`config.mk`:
```
export PLATFORM = sky130hd
export DESIGN_NAME = jt49_bus_master_flat
export DESIGN_NICKNAME = d
export VERILOG_FILES = /design/src/rtl/jt49_bus_master_if.sv /design/src/rtl/jt49_bus_master.sv /design/src/flat_wrapper.sv
export SDC_FILE = /design/constraint.sdc
export NUM_CORES = 1
export LEC_CHECK = 0
export BUFFER_PORTS_ARGS = -buffer_cell sky130_fd_sc_hd__buf_2
export CAP_MARGIN = 0
export CORE_MARGIN = 10
export CORE_UTILIZATION = 35
export DETAILED_ROUTE_END_ITERATION = 12
export GPL_TIMING_DRIVEN = 0
export PLACE_DENSITY = 0.62
export SYNTH_ARGS = -nofsm -noshare
export SYNTH_HDL_FRONTEND = slang
export SYNTH_SLANG_ARGS = --single-unit
```
`constraint.sdc`:
```
create_clock -name clk -period 3.4 [get_ports clk]
set_clock_uncertainty 0.05 [all_clocks]
set_input_delay 0.17 -clock clk [delete_from_list [all_inputs] [get_ports clk]]
set_output_delay 0.17 -clock clk [all_outputs]
set_load 0.005 [all_outputs]
```
`src/rtl/jt49_bus_master_if.sv`:
```
// Command stream, read return and PSG register bus for jt49_bus_master.
// slave: the bus master block (takes commands, drives the PSG).
// master: the host side (issues commands, models the PSG).
interface jt49_bus_master_if #(
    parameter int WAIT_W = 16
);
    logic              cmd_valid;
    logic              cmd_ready;
    logic [1:0]        cmd_op;
    logic [3:0]        cmd_addr;
    logic [WAIT_W-1:0] cmd_data;
    logic              rd_valid;
    logic [7:0]        rd_data;
    logic              busy;
    logic [3:0]        psg_addr;
    logic              psg_cs_n;
    logic              psg_wr_n;
    logic [7:0]        psg_dout;
    logic [7:0]        psg_din;

    modport slave (
        input  cmd_valid, cmd_op, cmd_addr, cmd_data, psg_din,
        output cmd_ready, rd_valid, rd_data, busy,
               psg_addr, psg_cs_n, psg_wr_n, psg_dout
    );

    modport master (
        output cmd_valid, cmd_op, cmd_addr, cmd_data, psg_din,
        input  cmd_ready, rd_valid, rd_data, busy,
               psg_addr, psg_cs_n, psg_wr_n, psg_dout
    );
endinterface

```
`src/rtl/jt49_bus_master.sv`:
```
// jt49_bus_master: queues write/read/wait/nop commands in a FIFO and plays
// them onto the jt49 register port, holding each access until cen samples it.
// Optional feature macro: JT49_BUS_READ_EN enables the read op (bus read plus
// rd_data/rd_valid return). Without it a read is popped and dropped like a nop.
module jt49_bus_master #(
    parameter int FIFO_AW = 4,
    parameter int WAIT_W  = 16
) (
    input  logic               clk,
    input  logic               rst,
    input  logic               cen,
    jt49_bus_master_if.slave   bus
);
    localparam int DEPTH = 2 ** FIFO_AW;
    localparam logic [FIFO_AW:0] FULL_COUNT = DEPTH[FIFO_AW:0];

    typedef enum logic [1:0] {
        OP_WRITE = 2'd0,
        OP_READ  = 2'd1,
        OP_WAIT  = 2'd2,
        OP_NOP   = 2'd3
    } op_e;

    typedef struct packed {
        op_e               op;
        logic [3:0]        addr;
        logic [WAIT_W-1:0] data;
    } cmd_t;

    typedef enum logic [1:0] {
        S_IDLE   = 2'd0,
        S_ACCESS = 2'd1,
        S_WAIT   = 2'd2
`ifdef JT49_BUS_READ_EN
        , S_CAPTURE = 2'd3
`endif
    } state_e;

    cmd_t                fifo_mem [DEPTH];
    cmd_t                wr_cmd;
    cmd_t                head;
    logic [FIFO_AW-1:0]  wr_ptr;
    logic [FIFO_AW-1:0]  rd_ptr;
    logic [FIFO_AW:0]    count;
    logic                full;
    logic                push;
    logic                pop;

    state_e              state;
    state_e              state_nx;
    logic [WAIT_W-1:0]   wait_cnt;
    logic [WAIT_W-1:0]   wait_cnt_nx;
    logic                cs_n_q, cs_n_nx;
    logic                wr_n_q, wr_n_nx;
    logic [3:0]          addr_q, addr_nx;
    logic [7:0]          dout_q, dout_nx;

    // Ready comes from the registered count only, and is held low during reset.
    assign full           = (count == FULL_COUNT);
    assign bus.cmd_ready  = !rst && !full;
    assign push           = bus.cmd_valid && bus.cmd_ready;
    assign head           = fifo_mem[rd_ptr];
    assign bus.busy       = (count != '0) || (state != S_IDLE);

    // Pack the incoming command for storage.
    always_comb begin
        wr_cmd.op   = op_e'(bus.cmd_op);
        wr_cmd.addr = bus.cmd_addr;
        wr_cmd.data = bus.cmd_data;
    end

    // FIFO storage array.
    // NOTE: storage is deliberately not reset; count/pointers define validity,
    // and a resettable array would turn plain RAM into a wall of flops.
    always_ff @(posedge clk) begin
        if (push) fifo_mem[wr_ptr] <= wr_cmd;
    end

    // FIFO pointers and occupancy; pointers wrap naturally at 2**FIFO_AW.
    // NOTE: non-blocking assignments in clocked blocks so every register samples
    // pre-edge values regardless of statement or process order.
    always_ff @(posedge clk) begin
        if (rst) begin
            wr_ptr <= '0;
            rd_ptr <= '0;
            count  <= '0;
        end else begin
            if (push) wr_ptr <= wr_ptr + 1'b1;
            if (pop)  rd_ptr <= rd_ptr + 1'b1;
            case ({push, pop})
                2'b10:   count <= count + 1'b1;
                2'b01:   count <= count - 1'b1;
                default: ;
            endcase
        end
    end

    // FSM state register.
    always_ff @(posedge clk) begin
        if (rst) state <= S_IDLE;
        else     state <= state_nx;
    end

    // FSM next-state decode.
    // NOTE: every always_comb output gets a default first so no path can
    // leave it unassigned and infer a latch.
    always_comb begin
        state_nx = state;
        case (state)
            S_IDLE: begin
                if (count != '0) begin
                    case (head.op)
                        OP_WRITE: state_nx = S_ACCESS;
`ifdef JT49_BUS_READ_EN
                        OP_READ:  state_nx = S_ACCESS;
`endif
                        OP_WAIT:  state_nx = S_WAIT;
                        default:  state_nx = S_IDLE;
                    endcase
                end
            end
            S_ACCESS: begin
`ifdef JT49_BUS_READ_EN
                // wr_n still high at the sampling edge marks a read in flight.
                if (cen) state_nx = wr_n_q ? S_CAPTURE : S_IDLE;
`else
                if (cen) state_nx = S_IDLE;
`endif
            end
`ifdef JT49_BUS_READ_EN
            S_CAPTURE: state_nx = S_IDLE;
`endif
            S_WAIT: begin
                if (cen && (wait_cnt == '0)) state_nx = S_IDLE;
            end
            default: state_nx = S_IDLE;
        endcase
    end

`ifdef JT49_BUS_READ_EN
    logic       rd_valid_q, rd_valid_nx;
    logic [7:0] rd_data_q, rd_data_nx;
    assign bus.rd_valid = rd_valid_q;
    assign bus.rd_data  = rd_data_q;
`else
    assign bus.rd_valid = 1'b0;
    assign bus.rd_data  = 8'h00;
`endif

    // FSM outputs: FIFO pop and next values of the registered bus signals.
    always_comb begin
        pop         = 1'b0;
        cs_n_nx     = cs_n_q;
        wr_n_nx     = wr_n_q;
        addr_nx     = addr_q;
        dout_nx     = dout_q;
        wait_cnt_nx = wait_cnt;
`ifdef JT49_BUS_READ_EN
        rd_valid_nx = 1'b0;
        rd_data_nx  = rd_data_q;
`endif
        case (state)
            S_IDLE: begin
                if (count != '0) begin
                    pop = 1'b1;
                    case (head.op)
                        OP_WRITE: begin
                            cs_n_nx = 1'b0;
                            wr_n_nx = 1'b0;
                            addr_nx = head.addr;
                            dout_nx = head.data[7:0];
                        end
`ifdef JT49_BUS_READ_EN
                        OP_READ: begin
                            cs_n_nx = 1'b0;
                            wr_n_nx = 1'b1;
                            addr_nx = head.addr;
                        end
`endif
                        OP_WAIT: wait_cnt_nx = head.data;
                        default: ;
                    endcase
                end
            end
            S_ACCESS: begin
                if (cen) begin
                    cs_n_nx = 1'b1;
                    wr_n_nx = 1'b1;
                end
            end
`ifdef JT49_BUS_READ_EN
            S_CAPTURE: begin
                rd_valid_nx = 1'b1;
                rd_data_nx  = bus.psg_din;
            end
`endif
            S_WAIT: begin
                if (cen && (wait_cnt != '0)) wait_cnt_nx = wait_cnt - 1'b1;
            end
            default: ;
        endcase
    end

    // Output and counter registers; reset releases the bus immediately.
    always_ff @(posedge clk) begin
        if (rst) begin
            cs_n_q     <= 1'b1;
            wr_n_q     <= 1'b1;
            addr_q     <= 4'h0;
            dout_q     <= 8'h00;
            wait_cnt   <= '0;
`ifdef JT49_BUS_READ_EN
            rd_valid_q <= 1'b0;
            rd_data_q  <= 8'h00;
`endif
        end else begin
            cs_n_q     <= cs_n_nx;
            wr_n_q     <= wr_n_nx;
            addr_q     <= addr_nx;
            dout_q     <= dout_nx;
            wait_cnt   <= wait_cnt_nx;
`ifdef JT49_BUS_READ_EN
            rd_valid_q <= rd_valid_nx;
            rd_data_q  <= rd_data_nx;
`endif
        end
    end

    assign bus.psg_cs_n = cs_n_q;
    assign bus.psg_wr_n = wr_n_q;
    assign bus.psg_addr = addr_q;
    assign bus.psg_dout = dout_q;

endmodule

```
`src/flat_wrapper.sv`:
```
// flat-port wrapper written by rule: the top's interface ports become plain ports
module jt49_bus_master_flat 
#(
    parameter int FIFO_AW = 4,
    parameter int WAIT_W  = 16
)
  (clk, rst, cen, bus_cmd_valid, bus_cmd_op, bus_cmd_addr, bus_cmd_data, bus_psg_din, bus_cmd_ready, bus_rd_valid, bus_rd_data, bus_busy, bus_psg_addr, bus_psg_cs_n, bus_psg_wr_n, bus_psg_dout);
  jt49_bus_master_if #(.WAIT_W(WAIT_W)) bus_i ();
  input  logic clk;
  input  logic rst;
  input  logic cen;
  input wire logic [$bits(bus_i.cmd_valid)-1:0] bus_cmd_valid;
  input wire logic [$bits(bus_i.cmd_op)-1:0] bus_cmd_op;
  input wire logic [$bits(bus_i.cmd_addr)-1:0] bus_cmd_addr;
  input wire logic [$bits(bus_i.cmd_data)-1:0] bus_cmd_data;
  input wire logic [$bits(bus_i.psg_din)-1:0] bus_psg_din;
  output wire logic [$bits(bus_i.cmd_ready)-1:0] bus_cmd_ready;
  output wire logic [$bits(bus_i.rd_valid)-1:0] bus_rd_valid;
  output wire logic [$bits(bus_i.rd_data)-1:0] bus_rd_data;
  output wire logic [$bits(bus_i.busy)-1:0] bus_busy;
  output wire logic [$bits(bus_i.psg_addr)-1:0] bus_psg_addr;
  output wire logic [$bits(bus_i.psg_cs_n)-1:0] bus_psg_cs_n;
  output wire logic [$bits(bus_i.psg_wr_n)-1:0] bus_psg_wr_n;
  output wire logic [$bits(bus_i.psg_dout)-1:0] bus_psg_dout;
  assign bus_i.cmd_valid = bus_cmd_valid;
  assign bus_i.cmd_op = bus_cmd_op;
  assign bus_i.cmd_addr = bus_cmd_addr;
  assign bus_i.cmd_data = bus_cmd_data;
  assign bus_i.psg_din = bus_psg_din;
  assign bus_cmd_ready = bus_i.cmd_ready;
  assign bus_rd_valid = bus_i.rd_valid;
  assign bus_rd_data = bus_i.rd_data;
  assign bus_busy = bus_i.busy;
  assign bus_psg_addr = bus_i.psg_addr;
  assign bus_psg_cs_n = bus_i.psg_cs_n;
  assign bus_psg_wr_n = bus_i.psg_wr_n;
  assign bus_psg_dout = bus_i.psg_dout;
  jt49_bus_master #(.FIFO_AW(FIFO_AW), .WAIT_W(WAIT_W)) u_core (.clk(clk), .rst(rst), .cen(cen), .bus(bus_i));
endmodule
```
Yosys cells after proc, flatten, opt, wreduce, memory -nomap -nowiden:

Memory sizes are Yosys's and may differ from the RTL's. A register that Yosys moved wholly into a read port is not among the register bits.
Index checks and enable logic that the tools add are counted.

* $add $sub $neg: 5
* equal/unequal tests: 12
* mux-type cells: 20
* reductions and logical operators: 20

Operator list (count)
* 16-bit 2-to-1 mux: 3
* 16-bit one-hot mux with 2 select lines: 1
* 16-bit zero test: 1
* 16-bit nonzero test: 1
* 16-bit by 1-bit subtractor with 16-bit output, second input constant: 1
* 5-bit one-hot mux with 2 select lines: 1
* 4-bit by 1-bit adder with 4-bit output, second input constant: 2
* 4-bit 2-to-1 mux: 2
* 2-bit by 1-bit != test with 1-bit output, second input constant: 4
* 4-bit AND reduction: 2
* 2-bit nonzero test: 4
* 1-bit 2-to-1 mux: 7
* 2-bit equality test, second input constant: 3
* 2-bit 2-to-1 mux: 3
* 2-bit one-hot mux with 3 select lines: 1
* 3-bit AND reduction: 2
* 5-bit by 1-bit adder with 5-bit output, second input constant: 1
* 5-bit equality test, second input constant: 1
* 5-bit nonzero test: 1
* 5-bit by 1-bit subtractor with 5-bit output, second input constant: 1
* 2-bit by 1-bit equality test with 1-bit output, second input constant: 2
* 1-bit logical AND: 4
* 2-bit zero test: 2
* 2-bit != test, second input constant: 2
* 4 further kinds: 5

* flip-flop bits (word level): 44
* RAM bits: 352
* bits of input ports: 34
* output and inout bits: 25
* logic and storage cells: 66
* memories kept: 1

Memory list
* u_core.fifo_mem: depth 16, width 22, rd ports 1, clocked after Yosys merged registers in 1, wr ports 1, line jt49_bus_master.sv:39 `cmd_t fifo_mem [DEPTH];`

Logic depth before layout (Yosys ltp):

* depth after elaboration: 6
* gate-level depth with buffers: 16
* gate-level depth less buffers: 13

Least setup slack after synthesis:

Ideal clock, no wire load.

* path type: register to register
* start: register u_core.count[1]
* end: memory u_core.fifo_mem[3][0] (netlist bit), enable pin
* library setup time: 0.429 ns
* arrival time: 2.932 ns
* data required time: 2.921 ns
* slack: -0.011 ns
* cell stages (with the launch flop): 8
* path buffers: 2
* period minus slack after synthesis: 3.411 ns
* cell sequence: dfxtp_1 > clkbuf_1 > nor4_1 > a21oi_1 > and2_1 > clkbuf_1 > nand2_1 > nor3_1

* word-level cells in the longest chain between the ends: 6

Ends and longest elaborated chain
* from (decl): line jt49_bus_master.sv:44 `logic [FIFO_AW:0] count;`
* from (signal assigned): line jt49_bus_master.sv:91 `2'b10: count <= count + 1'b1;`
* from (signal assigned): line jt49_bus_master.sv:92 `2'b01: count <= count - 1'b1;`
* 5-bit equality test: line jt49_bus_master.sv:59 `assign full = (count == FULL_COUNT);`
* 1-bit zero test: line jt49_bus_master.sv:60 `assign bus.cmd_ready = !rst && !full;`
* 1-bit logical AND: line jt49_bus_master.sv:60
* named net bus_cmd_ready: line flat_wrapper.sv:17 `output wire logic [$bits(bus_i.cmd_ready)-1:0] bus_cmd_ready;`
* 1-bit logical AND: line jt49_bus_master.sv:61 `assign push = bus.cmd_valid && bus.cmd_ready;`
* 1-bit 2-to-1 mux: line jt49_bus_master.sv:76 `if (push) fifo_mem[wr_ptr] <= wr_cmd;`
* 1-bit 2-to-1 mux (not written as such): line jt49_bus_master.sv:76
* to (decl): line jt49_bus_master.sv:39

The timed path passes the listed nets, and every way through them passes these cells.

==> flow_metrics.tcl <==
set metrics [dict create \
    critPathTopFamily "buffers and inverters" \
    ff2ff_setup_slack_ps 150 \
    synth_xor_xnor_area_share 0.00658 \
    crit_buf_inv 3 \
    cp_max_fo 10 \
    hold_viol 0 \
    die_y_um 234 \
    worstSkewPairLatency_ps 550 \
    wirelength_um 38600 \
    seq_area_frac_synth 0.722 \
    slew_headroom 0.230 \
    first_pass_iters 5 \
    synth_top_area_share 0.662 \
    fmax_mhz 308 \
    ys_warn_count 0 \
    clock_sinks 400 \
    htree_levels 2 \
    antenna_found_initial 2 \
    crit_arrival_ps 3600 \
    maxCapViolCount 0 \
    required_ps 3750 \
    ir_drop_uv 477 \
    multi_input_area_um2 4230 \
    drt_iter0_drc 887 \
    drc 0 \
    final_nets 1034 \
    ys_ff_latch 400 \
    synth_top_cell_by_area "edfxtp_1" \
    gp_congestion 0.822 \
    path_clk_slew_ps 60 \
    track_usage 0.140 \
    crit_chain "buf_2 -> clkbuf_1 -> clkbuf_1 -> a21oi_1 -> a22oi_1 -> o32ai_1" \
    row_count 78 \
    diodes 0 \
    maxSlewViolCount 0 \
    dieArea_um2 54600 \
    synthesis.area_um2 16000 \
    vias 8535 \
    coreArea_um2 45300 \
    synth_most_common_cell "edfxtp_1" \
    synth_compound_area_frac 0.0369 \
    rsz0062_at_grt "false" \
    overflow 0 \
    postSynthAreaPerCell_um2 18.7 \
    filler_cell_count 4040 \
    synth-async-reset-ratio 0 \
    end_kind "flip-flop" \
    syn_inst 856 \
    ys_top_cells_by_area "edfxtp_1 66%, mux4_2 13%, dfxtp_1 6.0%, mux2i_1 2.1%, nor2_1 1.2%" \
    yosys.area_share.adder 0.00862 \
    cts_buffers 41 \
    port_buffers 40 \
    critPathSlowestCell "clkbuf_1" \
    synth_mux_area_frac 0.162 \
    power_density_nw_per_um2 716 \
    critPathLaunchType "flip-flop" \
    setup-tns-final_ps 0 \
    synth_edf_count 352 \
    antenna_left 0 \
    synth_commonest_cells "352 x edfxtp_1, 95 x mux4_2, 52 x nor2_1, 48 x dfxtp_1, 35 x a21oi_1" \
    ctsLongestPathBuffers 3 \
    viasPerCell 5.27 \
    die_w_um 234 \
    synthSimpleGateAreaFrac 0.0400 \
    hold_path_class "in -> reg" \
    pin_count 59 \
    layout_min_cycle_time_ps 3250 \
    max_slew.worst_pin.slew_ps 1160 \
    area_growth_pct 18.6 \
    synth_cell_types 52 \
    grt_pass1_wl_um 56500 \
    crit_type "reg -> reg" \
    fin_crit_sh 0.955 \
    dp_cells 1525 \
    layout.cells.non_filler 1619 \
    hpwl_um 24000 \
    synth-main-ff-cell "edfxtp_1" \
    wl_per_cell_um 23.8 \
    cts_tree "built" \
    cpPeakStageDelay_ps 750 \
    synth_top_family_by_area "multiplexers" \
    drive_above_1_share 0.274 \
    path_common_cell "clkbuf_1" \
    grt_start_max_net_pins 23 \
    status "finished clean" \
    start_util 0.353 \
    first_global_vias 8495 \
    root_buffer "clkbuf_16" \
    regArea_um2 11500 \
    setup_viol 0 \
    leakagePower_nw 6.11 \
]
metal layers:
layer / up-vias / wire [µm] / GRT usage
met5: - / 7 / 0
met1: 4483 / 17300 / 0.203
li1: 3701 / - / -
met4: 2 / 938 / 0.0389
met2: 283 / 17700 / 0.213
met3: 66 / 2590 / 0.0255
tightest hold or removal path: cells and delay by family:
kind | cells | cell delay [ps]
AOI/OAI and AO/OA | 1 | 80
buffers and inverters | 1 | 70
and+or+nand+nor | 1 | 250
area by class of cell:
| type | count | share of cell area |
|---|---|---|
| Timing Repair Buffer | 85 | 0.0426 |
| Clock buffer | 55 | 0.0585 |
| Inverter | 18 | 0.00383 |
| Sequential cell | 400 | 0.609 |
| Tap cell | 600 | 0.0396 |
| Buffer | 53 | 0.0158 |
| Multi-Input combinational cell | 390 | 0.223 |
| Clock inverter | 18 | 0.00740 |
metrics by stage:
step | power, mW | utilization | worst slack (ps) | hold slack [ps] | area (µm²)
6_report | 13.6 | 0.418 | 152 | 46.0 | 18900
5_1_grt | 14.2 | 0.418 | 56.9 | 50.0 | 18900
4_1_cts | 13.7 | 0.418 | 39.8 | 132 | 18900
3_5_place_dp | 9.32 | 0.385 | -544 | 404 | 17400
3_3_place_gp | 9.24 | 0.374 | -2450 | 405 | 17000
2_1_floorplan | 8.33 | - | 24.0 | 219 | 16000
report_power, final:
part | switching, mW | internal, mW | total [mW]
Sequential | 0.197 | 5.57 | 5.77
Clock | 1.82 | 2.44 | 4.26
Combinational | 1.97 | 1.56 | 3.52
kinds of logic after synthesis:
kind of cell,after synthesis
other,1
muxes,137
AOI/OAI and AO/OA,89
and+or+nand+nor,132
adders and majority gates,11
xor gates and xnor gates,12
buffers and inverters,74
DFF,400
flip-flops by register name (all words and copies together), names as in the netlist, named ones only:
signal	flops
u_core.bus.psg_cs_n	1
u_core.rd_ptr	4
u_core.fifo_mem	352
u_core.wait_cnt	16
u_core.bus.psg_addr	4
u_core.state	2
u_core.bus.psg_dout	8
u_core.wr_ptr	4
u_core.count	5
worst paths after layout:
path,startpoint,endpoint,cells past startpoint
worst min-delay path,bus_cmd_valid,u_core.wr_ptr[1],3
worst max-delay path,flip-flop,u_core.wait_cnt[7],6
worst max register to register,flip-flop,u_core.wait_cnt[7],6
worst min register to register,u_core.bus.psg_dout[4],u_core.bus.psg_dout[4],2
layout by cell type, fill, tap and decap left out, types with 20 or more instances in the layout:
master	synthesis	final
nor2_1	52	40
nand2_1	22	21
a21oi_1	35	35
buf_2	11	51
edfxtp_1	352	352
buf_4	19	20
mux2i_1	33	33
clkbuf_1	20	28
clkbuf_16	0	41
dlygate4sd3_1	0	23
mux4_2	95	95
dfxtp_1	48	48
repair_timing:
item / in CTS / in global routing
setup endpoints to repair: 2 / 1
gates resized for setup: 5 / 2
pin swaps: 1 / 1
hold endpoints to repair: 354 / 0
gates cloned: 0 / 0
setup buffers: 1 / 0
hold buffers: 23 / 0
Note: power is estimated with default switching activity, not from simulation.
